`src/rtl/eth_tx_pkg.sv`:
```
// Shared definitions for the Ethernet TX FIFO arbiter: FSM state encoding
// and the byte-length to word-count helper.
package eth_tx_pkg;

  localparam logic [1:0] ST_IDLE      = 2'd0;
  localparam logic [1:0] ST_START     = 2'd1;
  localparam logic [1:0] ST_XFER      = 2'd2;
  localparam logic [1:0] ST_WAIT_DONE = 2'd3;

  // ceil(len / bpw); bpw is an elaboration-time constant at every call site
  function automatic logic [31:0] words_for_len(input logic [31:0] len,
                                                input logic [31:0] bpw);
    return (len + bpw - 32'd1) / bpw;
  endfunction

endpackage

```
`src/rtl/eth_tx_fifo_arb_rr_arb2.sv`:
```
// Two-requester round-robin arbiter with a one-hot combinational grant.
// The fairness pointer only moves when the owner releases the path.
module rr_arb2 (
  input  logic       clk,
  input  logic       rst_n,
  input  logic [1:0] req_i,
  input  logic       rel_i,
  input  logic       rel_ch_i,
  output logic [1:0] gnt_o
);

  // last_q = 1 means ch1 was granted last, so ch0 wins the next tie
  logic last_q;

  always_comb begin
    gnt_o = 2'b00;
    if (req_i[0] && (!req_i[1] || last_q)) begin
      gnt_o = 2'b01;
    end else if (req_i[1]) begin
      gnt_o = 2'b10;
    end
  end

  always_ff @(posedge clk or negedge rst_n) begin
    if (!rst_n) begin
      last_q <= 1'b1;
    end else if (rel_i) begin
      last_q <= rel_ch_i;
    end
  end

endmodule

```
`src/rtl/eth_tx_fifo_arb.sv`:
```
// Arbitrates two prefetch FIFOs onto a single UDP transmit core, one whole
// frame at a time, with underflow and done-timeout error tracking.
module eth_tx_fifo_arb
  import eth_tx_pkg::*;
#(
  parameter int DATA_W = 32,
  parameter int LEN_W  = 16,
  parameter int TO_W   = 16
) (
  input  logic              clk,
  input  logic              rst_n,
  input  logic              ch0_req,
  input  logic [LEN_W-1:0]  ch0_len,
  output logic              ch0_ack,
  input  logic [DATA_W-1:0] ch0_rd_data,
  input  logic              ch0_rd_vld,
  output logic              ch0_rd_en,
  input  logic              ch1_req,
  input  logic [LEN_W-1:0]  ch1_len,
  output logic              ch1_ack,
  input  logic [DATA_W-1:0] ch1_rd_data,
  input  logic              ch1_rd_vld,
  output logic              ch1_rd_en,
  output logic              tx_start,
  output logic [LEN_W-1:0]  tx_byte_num,
  input  logic              tx_req,
  output logic [DATA_W-1:0] tx_data,
  input  logic              tx_done,
  output logic [1:0]        gnt,
  output logic              err_underflow,
  output logic              err_timeout
);

  localparam int BPW = DATA_W / 8;

  logic [1:0]        state_q, state_d;
  logic [1:0]        gnt_q, gnt_d;
  logic [LEN_W-1:0]  byte_num_q, byte_num_d;
  logic [LEN_W-1:0]  words_q, words_d;
  logic              tx_start_q, tx_start_d;
  logic [1:0]        ack_q, ack_d;
  logic              err_uf_q, err_uf_d;
  logic              err_to_q, err_to_d;
  logic [TO_W-1:0]   to_q, to_d;

  logic [1:0]        arb_gnt;
  logic              finish;
  logic [LEN_W-1:0]  sel_len;
  logic              head_vld;
  logic [DATA_W-1:0] head_data;
  logic              xfer_pop;
  logic              to_expired;

  rr_arb2 u_arb (
    .clk      (clk),
    .rst_n    (rst_n),
    .req_i    ({ch1_req, ch0_req}),
    .rel_i    (finish),
    .rel_ch_i (gnt_q[1]),
    .gnt_o    (arb_gnt)
  );

  assign sel_len    = arb_gnt[1] ? ch1_len : ch0_len;
  assign head_vld   = (gnt_q[0] & ch0_rd_vld) | (gnt_q[1] & ch1_rd_vld);
  assign head_data  = gnt_q[1] ? ch1_rd_data : ch0_rd_data;
  assign xfer_pop   = (state_q == ST_XFER) && tx_req && (words_q != '0);
  assign to_expired = (state_q != ST_IDLE) && (to_q == '1);

  always_comb begin
    state_d    = state_q;
    gnt_d      = gnt_q;
    byte_num_d = byte_num_q;
    words_d    = words_q;
    tx_start_d = 1'b0;
    ack_d      = 2'b00;
    err_uf_d   = err_uf_q;
    err_to_d   = err_to_q;
    finish     = 1'b0;

    case (state_q)
      ST_IDLE: begin
        if (arb_gnt != 2'b00) begin
          gnt_d      = arb_gnt;
          byte_num_d = sel_len;
          words_d    = LEN_W'(words_for_len(32'(sel_len), 32'(BPW)));
          tx_start_d = (sel_len != '0);
          state_d    = ST_START;
        end
      end
      ST_START: begin
        // Zero-length frames never reach the UDP core
        if (words_q == '0) finish = 1'b1;
        else               state_d = ST_XFER;
      end
      ST_XFER: begin
        if (tx_done) begin
          finish = 1'b1;
        end else if (xfer_pop) begin
          words_d = words_q - LEN_W'(1);
          if (words_q == LEN_W'(1)) state_d = ST_WAIT_DONE;
        end
      end
      default: begin
        if (tx_done) finish = 1'b1;
      end
    endcase

    if (xfer_pop && !head_vld) err_uf_d = 1'b1;

    if (to_expired) begin
      finish   = 1'b1;
      err_to_d = 1'b1;
    end

    if (finish) begin
      ack_d   = gnt_q;
      gnt_d   = 2'b00;
      state_d = ST_IDLE;
    end

    // Timeout only measures silence from the UDP core within one state
    if (state_q == ST_IDLE || state_d != state_q || tx_req) to_d = '0;
    else                                                    to_d = to_q + TO_W'(1);
  end

  always_ff @(posedge clk or negedge rst_n) begin
    if (!rst_n) begin
      state_q    <= ST_IDLE;
      gnt_q      <= 2'b00;
      byte_num_q <= '0;
      words_q    <= '0;
      tx_start_q <= 1'b0;
      ack_q      <= 2'b00;
      err_uf_q   <= 1'b0;
      err_to_q   <= 1'b0;
      to_q       <= '0;
    end else begin
      state_q    <= state_d;
      gnt_q      <= gnt_d;
      byte_num_q <= byte_num_d;
      words_q    <= words_d;
      tx_start_q <= tx_start_d;
      ack_q      <= ack_d;
      err_uf_q   <= err_uf_d;
      err_to_q   <= err_to_d;
      to_q       <= to_d;
    end
  end

  assign ch0_rd_en     = xfer_pop & gnt_q[0];
  assign ch1_rd_en     = xfer_pop & gnt_q[1];
  assign tx_data       = ((state_q == ST_XFER) && head_vld) ? head_data : '0;
  assign tx_start      = tx_start_q;
  assign tx_byte_num   = byte_num_q;
  assign gnt           = gnt_q;
  assign ch0_ack       = ack_q[0];
  assign ch1_ack       = ack_q[1];
  assign err_underflow = err_uf_q;
  assign err_timeout   = err_to_q;

endmodule

```
`config.mk`:
```
export PLATFORM = sky130hd
export DESIGN_NAME = eth_tx_fifo_arb
export DESIGN_NICKNAME = d
export VERILOG_FILES = /design/src/rtl/eth_tx_pkg.sv /design/src/rtl/eth_tx_fifo_arb_rr_arb2.sv /design/src/rtl/eth_tx_fifo_arb.sv
export SDC_FILE = /design/constraint.sdc
export NUM_CORES = 1
export LEC_CHECK = 0
export ABC_AREA = 1
export CORE_MARGIN = 2
export CORE_UTILIZATION = 45
export CTS_CLUSTER_DIAMETER = 40
export DETAILED_ROUTE_END_ITERATION = 16
export PLACE_DENSITY = 0.82
export SLEW_MARGIN = 20
export SYNTH_ARGS = -nofsm -noshare
export SYNTH_HDL_FRONTEND = slang
export SYNTH_SLANG_ARGS = --single-unit
```
`constraint.sdc`:
```
create_clock -name clk -period 2.05 [get_ports clk]
set_input_delay 0.205 -clock clk [delete_from_list [all_inputs] [get_ports clk]]
set_output_delay 0.205 -clock clk [all_outputs]
set_load 0.01 [all_outputs]
```
== Word level (Yosys, flattened, before mapping) ==
Cells that the tools add are included.

* Add/subtract/negate cells: 4
* Equal/unequal tests: 8
* Muxes and demuxes: 27
* Bitwise logic cells: 5
* Reduce and logical (&&, ||, !) cells: 23

{| class="wikitable"
|+ Operators by type and width
! cell !! count
|-
| $mux W16 || 5
|-
| $mux W32 || 2
|-
| $pmux W16 S2 || 1
|-
| $reduce_bool A16 Y1 || 2
|-
| $mux W2 || 12
|-
| $sub A17 B1 Y18 const B || 1
|-
| $add A16 B3 Y17 const B || 1
|-
| $add A16 B1 Y16 const B || 1
|-
| $eq A16 B1 Y1 const B || 1
|-
| $eq A16 B16 Y1 const B || 1
|-
| $logic_not A16 Y1 || 1
|-
| $sub A16 B1 Y16 const B || 1
|-
| $reduce_bool A2 Y1 || 5
|-
| $logic_and A1 B1 Y1 || 6
|-
| $ne A2 B2 Y1 const B || 3
|-
| $pmux W2 S3 || 1
|-
| $mux W1 || 5
|-
| $and A1 B1 Y1 || 4
|-
| $reduce_and A2 Y1 || 2
|-
| $reduce_and A4 Y1 || 1
|-
| $logic_or A1 B1 Y1 || 3
|-
| $eq A2 B1 Y1 const B || 1
|-
| $eq A2 B2 Y1 const B || 1
|-
| $logic_not A1 Y1 || 2
|-
| other kinds (4) || 4
|}

* Bits in registers: 58
* Logic and storage cells: 77

== Depth between registers and ports, before layout ==
* Word-level depth: 12
* Depth in mapped cells: 14
* Gate-level depth less buffers: 13

== Modules after synthesis ==
Synthesis repeated with hierarchy kept, for this count alone.

* Cells, all modules: 625
* Area total of the unflattened synthesis: 4149.0 µm²

{| class="wikitable"
|+ By module, submodules not included
! module !! instances !! cells each !! area an instance (µm²) !! sequential area each (µm²)
|-
| eth_tx_fifo_arb || 1 || 618 || 4082.7 || 1426.4
|-
| rr_arb2 || 1 || 7 || 66.3 || 26.3
|}

== Worst setup path after synthesis ==
No wires, ideal clock.

* Path type: register to register
* From: register to_q[0]
* To: register to_q[12]
* Arrival time: 1.641 ns
* Data required time: 1.929 ns
* Path slack: 0.288 ns
* Cell stages (with the launch flop): 12
* Buffers on the path: 1
* Clock period less this slack: 1.762 ns
* Path through: dfrtp_1 -> ha_1 -> nand3_2 -> nor2_1 -> nand4_1 -> nand2_2 -> inv_1 -> nand2_1 -> nand2_1 -> nand3_2 -> buf_6 -> nor2_2

* Word-level cells in the longest chain between the ends: 8
* Elaborated cells on any way between the ends: 9
* Classes of those cells: add/sub (1); eq/ne (2); mux (3); reduce/logical (3)

{| class="wikitable"
|+ Ends and longest elaborated chain
! item !! line !! RTL
|-
| start, declared || eth_tx_fifo_arb.sv:44 || <nowiki>logic [TO_W-1:0] to_q, to_d;</nowiki>
|-
| start signal, assigned || eth_tx_fifo_arb.sv:146 || <nowiki>to_q <= to_d;</nowiki>
|-
| $eq A16 B16 Y1 || eth_tx_fifo_arb.sv:67 || <nowiki>assign to_expired = (state_q != ST_IDLE) && (to_q == '1);</nowiki>
|-
| $logic_and A1 B1 Y1 || eth_tx_fifo_arb.sv:67 ||
|-
| $mux W1 || eth_tx_fifo_arb.sv:110 || <nowiki>if (to_expired) begin</nowiki>
|-
| $mux W2 || eth_tx_fifo_arb.sv:115 || <nowiki>if (finish) begin</nowiki>
|-
| $ne A2 B2 Y1 || eth_tx_fifo_arb.sv:122 || <nowiki>if (state_q == ST_IDLE || state_d != state_q || tx_req) to_d = '0;</nowiki>
|-
| $logic_or A1 B1 Y1 (2 in a row) || eth_tx_fifo_arb.sv:122 ||
|-
| $mux W16 (*) || eth_tx_fifo_arb.sv:122 ||
|-
| named net to_d[12] || eth_tx_fifo_arb.sv:44 ||
|}

Mark *: on every way through the listed nets, which the timed path passes. The rest lies on a longest branch.
A chain may end at the register's enable or synchronous reset.

== Worst setup path after layout ==
* From: register state_q[0]
* To: output tx_data[4]

* Word-level cells in the longest chain between the ends: 3

{| class="wikitable"
|+ Ends and longest elaborated chain
! item !! line !! RTL
|-
| start, declared || eth_tx_fifo_arb.sv:36 || <nowiki>logic [1:0] state_q, state_d;</nowiki>
|-
| start signal, assigned || eth_tx_fifo_arb.sv:138 || <nowiki>state_q <= state_d;</nowiki>
|-
| $eq A2 B2 Y1 || eth_tx_fifo_arb.sv:152 || <nowiki>assign tx_data = ((state_q == ST_XFER) && head_vld) ? head_data : '0;</nowiki>
|-
| $logic_and A1 B1 Y1 || eth_tx_fifo_arb.sv:152 ||
|-
| $mux W32 || eth_tx_fifo_arb.sv:152 ||
|-
| end, declared || eth_tx_fifo_arb.sv:27 || <nowiki>output logic [DATA_W-1:0] tx_data,</nowiki>
|}

No other way between the ends.

==> flow_summary.html <==
<table>
<tr><th>Metric</th><th>Value</th></tr>
<tr><th colspan="2">Status</th></tr>
<tr><td>Outcome</td><td>finished clean</td></tr>
<tr><th colspan="2">Global routing</th></tr>
<tr><td>Number of antenna violations at the first check in global routing</td><td>0</td></tr>
<tr><td>Gr usage total</td><td>28.5%</td></tr>
<tr><td>Largest net degree at the start of global routing</td><td>59</td></tr>
<tr><td>Vias in the first global route</td><td>4,721</td></tr>
<tr><td>Global-route wire length before repair</td><td>22,500 um</td></tr>
<tr><td>Global route total overflow</td><td>0</td></tr>
<tr><th colspan="2">STA</th></tr>
<tr><td>Max Freq</td><td>508 MHz</td></tr>
<tr><td>Worst slew pin tran</td><td>737 ps</td></tr>
<tr><td>Total of endpoints with negative setup slack in the final report</td><td>0</td></tr>
<tr><td>Slew Viols, Final</td><td>0</td></tr>
<tr><td>Clock skew</td><td>7.81 ps</td></tr>
<tr><td>Final min period</td><td>1970 ps</td></tr>
<tr><td>Worst max-slew margin expressed relative to the limit</td><td>50.9%</td></tr>
<tr><td>Final period util</td><td>96.0%</td></tr>
<tr><td>Final hold slack</td><td>0.478 ps</td></tr>
<tr><td>RSZ-0062 raised after global routing</td><td>yes</td></tr>
<tr><td>Final hold violations</td><td>0</td></tr>
<tr><th colspan="2">CTS</th></tr>
<tr><td>Post-cts hold buffer count</td><td>0</td></tr>
<tr><td>Clock Tree Root</td><td>sky130_fd_sc_hd__clkbuf_8</td></tr>
<tr><td>Clock buffer count from CTS</td><td>9</td></tr>
<tr><td># H-tree levels</td><td>3</td></tr>
<tr><td>CTS Sinks</td><td>58</td></tr>
<tr><td>Worst-skew pair later-pin latency</td><td>340 ps</td></tr>
<tr><td>Deepest clock path buffer count</td><td>2</td></tr>
<tr><td>TritonCTS clock tree</td><td>built</td></tr>
<tr><td>Clock slew at reported path FFs</td><td>70 ps</td></tr>
<tr><th colspan="2">Detailed routing</th></tr>
<tr><td>Detailed Route WL</td><td>14,200 um</td></tr>
<tr><td>Initial DRT Pass Iterations</td><td>5</td></tr>
<tr><td>Via total after detailed routing</td><td>4,867</td></tr>
<tr><td>Drt drc</td><td>0</td></tr>
<tr><td>Count of antenna-violating nets left after detailed routing</td><td>0</td></tr>
<tr><td>Per-cell via count in the routed design</td><td>5.19</td></tr>
<tr><td>Post-detailed-route wirelength per cell</td><td>15.2 um</td></tr>
<tr><td>Detailed Route Iter0 Violations</td><td>266</td></tr>
<tr><th colspan="2">Floorplanning</th></tr>
<tr><td>Die area</td><td>0.00996 mm^2</td></tr>
<tr><td>Number of cell rows</td><td>34</td></tr>
<tr><td>Chip Width</td><td>99.8 um</td></tr>
<tr><td>Floorplan core area</td><td>0.00881 mm^2</td></tr>
<tr><td>Number of top-level pins</td><td>161</td></tr>
<tr><td>Starting Density</td><td>46.9%</td></tr>
<tr><td>Die height</td><td>99.8 um</td></tr>
<tr><th colspan="2">Logic synthesis</th></tr>
<tr><td>Cell Area, Synth</td><td>0.00413 mm^2</td></tr>
<tr><td>Share of synthesized registers carrying an async set or reset</td><td>100%</td></tr>
<tr><td>Net count after synthesis</td><td>728</td></tr>
<tr><td>Count of state elements after synthesis</td><td>58</td></tr>
<tr><td>Average cell area after synthesis</td><td>6.66 um^2</td></tr>
<tr><td>Synthesis Warnings</td><td>0</td></tr>
<tr><td>Number of cells produced by synthesis</td><td>620</td></tr>
<tr><td>Share of synthesized area occupied by flip-flops and latches</td><td>35.2%</td></tr>
<tr><td>Distinct cell type count of the synthesized netlist</td><td>39</td></tr>
<tr><td>Main synth FF type</td><td>sky130_fd_sc_hd__dfrtp_1</td></tr>
<tr><td>Count of flip-flops with a built-in enable after synthesis</td><td>0</td></tr>
<tr><th colspan="2">Placed design</th></tr>
<tr><td>IO Port Bufs</td><td>160</td></tr>
<tr><td>Number of placed cells counting well taps</td><td>919</td></tr>
<tr><td>Weighted congestion at the end of routability-driven global placement</td><td>0.932</td></tr>
<tr><td>Detailed placer's ending HPWL</td><td>10,900 um</td></tr>
<tr><td>DP Area</td><td>0.00620 mm^2</td></tr>
<tr><th colspan="2">Pwr</th></tr>
<tr><td>Cell Pwr Density</td><td>1060 mW/mm^2</td></tr>
<tr><td>Worst IR drop on VDD</td><td>0.000778 V</td></tr>
<tr><td>Cell leakage power</td><td>3.10 nW</td></tr>
<tr><th colspan="2">Critical path</th></tr>
<tr><td>CP Launch Point</td><td>state_q[0]</td></tr>
<tr><td>Startpoint of the most critical register-to-register path</td><td>u_arb.last_q</td></tr>
<tr><td>Required time worst endpoint</td><td>1850 ps</td></tr>
<tr><td>Setup Crit Path Kind</td><td>flip-flop to primary output</td></tr>
<tr><td>Register-to-Register Setup Slack</td><td>110 ps</td></tr>
<tr><td>Endpoint type of the worst setup path</td><td>primary output</td></tr>
<tr><td>Worst-path fanout max</td><td>32</td></tr>
<tr><td>Kind of launch point of the worst setup path</td><td>flip-flop</td></tr>
<tr><td>Data arrival time of the critical path</td><td>1760 ps</td></tr>
<tr><th colspan="2">Cells and area</th></tr>
<tr><td>Share of layout cells above drive strength 1</td><td>16.4%</td></tr>
<tr><td>Ant. Diodes</td><td>0</td></tr>
<tr><td>Non-Filler Instances</td><td>937</td></tr>
<tr><td>Layout fillers</td><td>713</td></tr>
<tr><td>Synth-to-Final Area Change</td><td>56.7%</td></tr>
<tr><td>Commonest non-fill, non-tap cells in the layout</td><td>197 x sky130_fd_sc_hd__nand2_1, 125 x sky130_fd_sc_hd__clkdlybuf4s50_1, 57 x sky130_fd_sc_hd__dfrtp_1, 53 x sky130_fd_sc_hd__inv_1, 52 x sky130_fd_sc_hd__nor2_1</td></tr>
<tr><td>Most frequent standard cell in the layout excluding fill and tap cells</td><td>sky130_fd_sc_hd__nand2_1</td></tr>
<tr><td>Number of nets in the final layout</td><td>932</td></tr>
<tr><td>Non-Filler Cell Area, Final</td><td>0.00647 mm^2</td></tr>
<tr><td>Core Util, Final</td><td>73.5%</td></tr>
<tr><th colspan="2">Flow run</th></tr>
<tr><td>Number of maximum-capacitance violations</td><td>0</td></tr>
<tr><th colspan="2">Min path</th></tr>
<tr><td>Path type of the worst min-delay path</td><td>primary input to asynchronous set/reset pin</td></tr>
</table>
-- synthesized netlist by cell type (2+ instances only) --
| library cell | number | area, um^2 |
|---|---|---|
| sky130_fd_sc_hd__nor2_2 | 18 | 113 |
| sky130_fd_sc_hd__or2_2 | 3 | 18.8 |
| sky130_fd_sc_hd__nand3_2 | 2 | 20.0 |
| sky130_fd_sc_hd__buf_2 | 3 | 15.0 |
| sky130_fd_sc_hd__dfrtp_1 | 57 | 1430 |
| sky130_fd_sc_hd__o211ai_1 | 2 | 15.0 |
| sky130_fd_sc_hd__o21ai_2 | 4 | 35.0 |
| sky130_fd_sc_hd__a21oi_1 | 47 | 235 |
| sky130_fd_sc_hd__nand2_2 | 8 | 50.1 |
| sky130_fd_sc_hd__buf_6 | 4 | 45.0 |
| sky130_fd_sc_hd__a31oi_1 | 3 | 18.8 |
| sky130_fd_sc_hd__inv_2 | 2 | 7.51 |
| sky130_fd_sc_hd__o21bai_1 | 2 | 15.0 |
| sky130_fd_sc_hd__nor2_4 | 5 | 56.3 |
| sky130_fd_sc_hd__o22ai_1 | 3 | 18.8 |
| sky130_fd_sc_hd__nor2_1 | 58 | 218 |
| sky130_fd_sc_hd__ha_1 | 4 | 50.1 |
| sky130_fd_sc_hd__xnor2_1 | 4 | 35.0 |
| sky130_fd_sc_hd__clkbuf_1 | 15 | 56.3 |
| sky130_fd_sc_hd__nor3_1 | 5 | 25.0 |
| sky130_fd_sc_hd__nand2_1 | 199 | 747 |
| sky130_fd_sc_hd__inv_1 | 56 | 210 |
| sky130_fd_sc_hd__xor2_1 | 12 | 105 |
| sky130_fd_sc_hd__and2_1 | 2 | 12.5 |
| sky130_fd_sc_hd__o21ai_1 | 11 | 55.1 |
| sky130_fd_sc_hd__nand4_1 | 10 | 62.6 |
| sky130_fd_sc_hd__o21ai_0 | 37 | 185 |
| sky130_fd_sc_hd__nand3_1 | 32 | 160 |
| sky130_fd_sc_hd__nand3b_1 | 2 | 15.0 |
-- power by group --
part           switching, mW  internal [mW]  leakage (nW)
registers              0.358           1.54         0.730
logic                   2.11           1.67          2.26
clock network          0.463          0.714         0.109
total                   2.93           3.92          3.10
-- critical path: stages (launching register included) --
cell,delay [ps]
sky130_fd_sc_hd__dfrtp_1,450
sky130_fd_sc_hd__nor2_4,170
sky130_fd_sc_hd__nand2_1,110
sky130_fd_sc_hd__buf_12,180
sky130_fd_sc_hd__a21oi_1,200
sky130_fd_sc_hd__dlygate4sd2_1,320
-- metrics by stage --
stage / worst slack, ps / total power [mW] / TNS, ps
global placement: -186 / 5.51 / -1410
CTS: 45.2 / 6.79 / 0
finish: 81.0 / 6.85 / 0
floorplan: 288 / 3.89 / 0
global route: -26.5 / 7.38 / -152
detailed placement: -169 / 5.61 / -1810
-- per-layer routing --
metal / global-route usage [%] / wire [um]
met1: 31.0 / 5470
met2: 52.1 / 7150
met5: 0 / 0
met4: 12.0 / 499
met3: 7.59 / 1110
-- final timing paths --
path,endpoint,cells after the start
setup / recovery,tx_data[4],5
hold / removal,tx_byte_num[1],2
setup reg to reg,words_q[13],12
hold reg to reg,err_timeout,2
max in group asynchronous,to_q[13],2
min in group clk,err_timeout,2
-- repair_timing --
item | CTS | global route
endpoints found under the setup margin | 34 | 28
gates resized for setup | 38 | 21
setup buffers | 1 | 1
pin swaps | 0 | 5
hold endpoints to repair | 0 | 0
-- logic make-up after synthesis --
family	after synthesis	synth area share, %
AND/OR/NAND/NOR	345	36.4
AO/OA/AOI/OAI	115	15.4
buffers and inverters	82	8.37
flip-flops	58	35.2
XOR/XNOR	16	3.39
adder cells (fa/ha/maj)	4	1.21
-- layout make-up --
cell class                 instances  area, um^2  share of cell area, %
multi-input combinational        480        2400                   37.1
clock buffer                      11         141                   2.19
clock inverter                     5        77.6                   1.20
inverter                          59         221                   3.42
tap                              108         135                   2.09
sequential                        58        1450                   22.5
timing repair buffer             216        2040                   31.5
-- sequential cells by signal (all words and copies together), names as in the netlist --
signal         flops
ack_q              2
err_timeout        1
err_underflow      1
gnt                2
state_q            2
to_q              16
tx_byte_num       16
tx_start           1
u_arb.last_q       1
words_q           16
(Power assumes the default switching activity.)
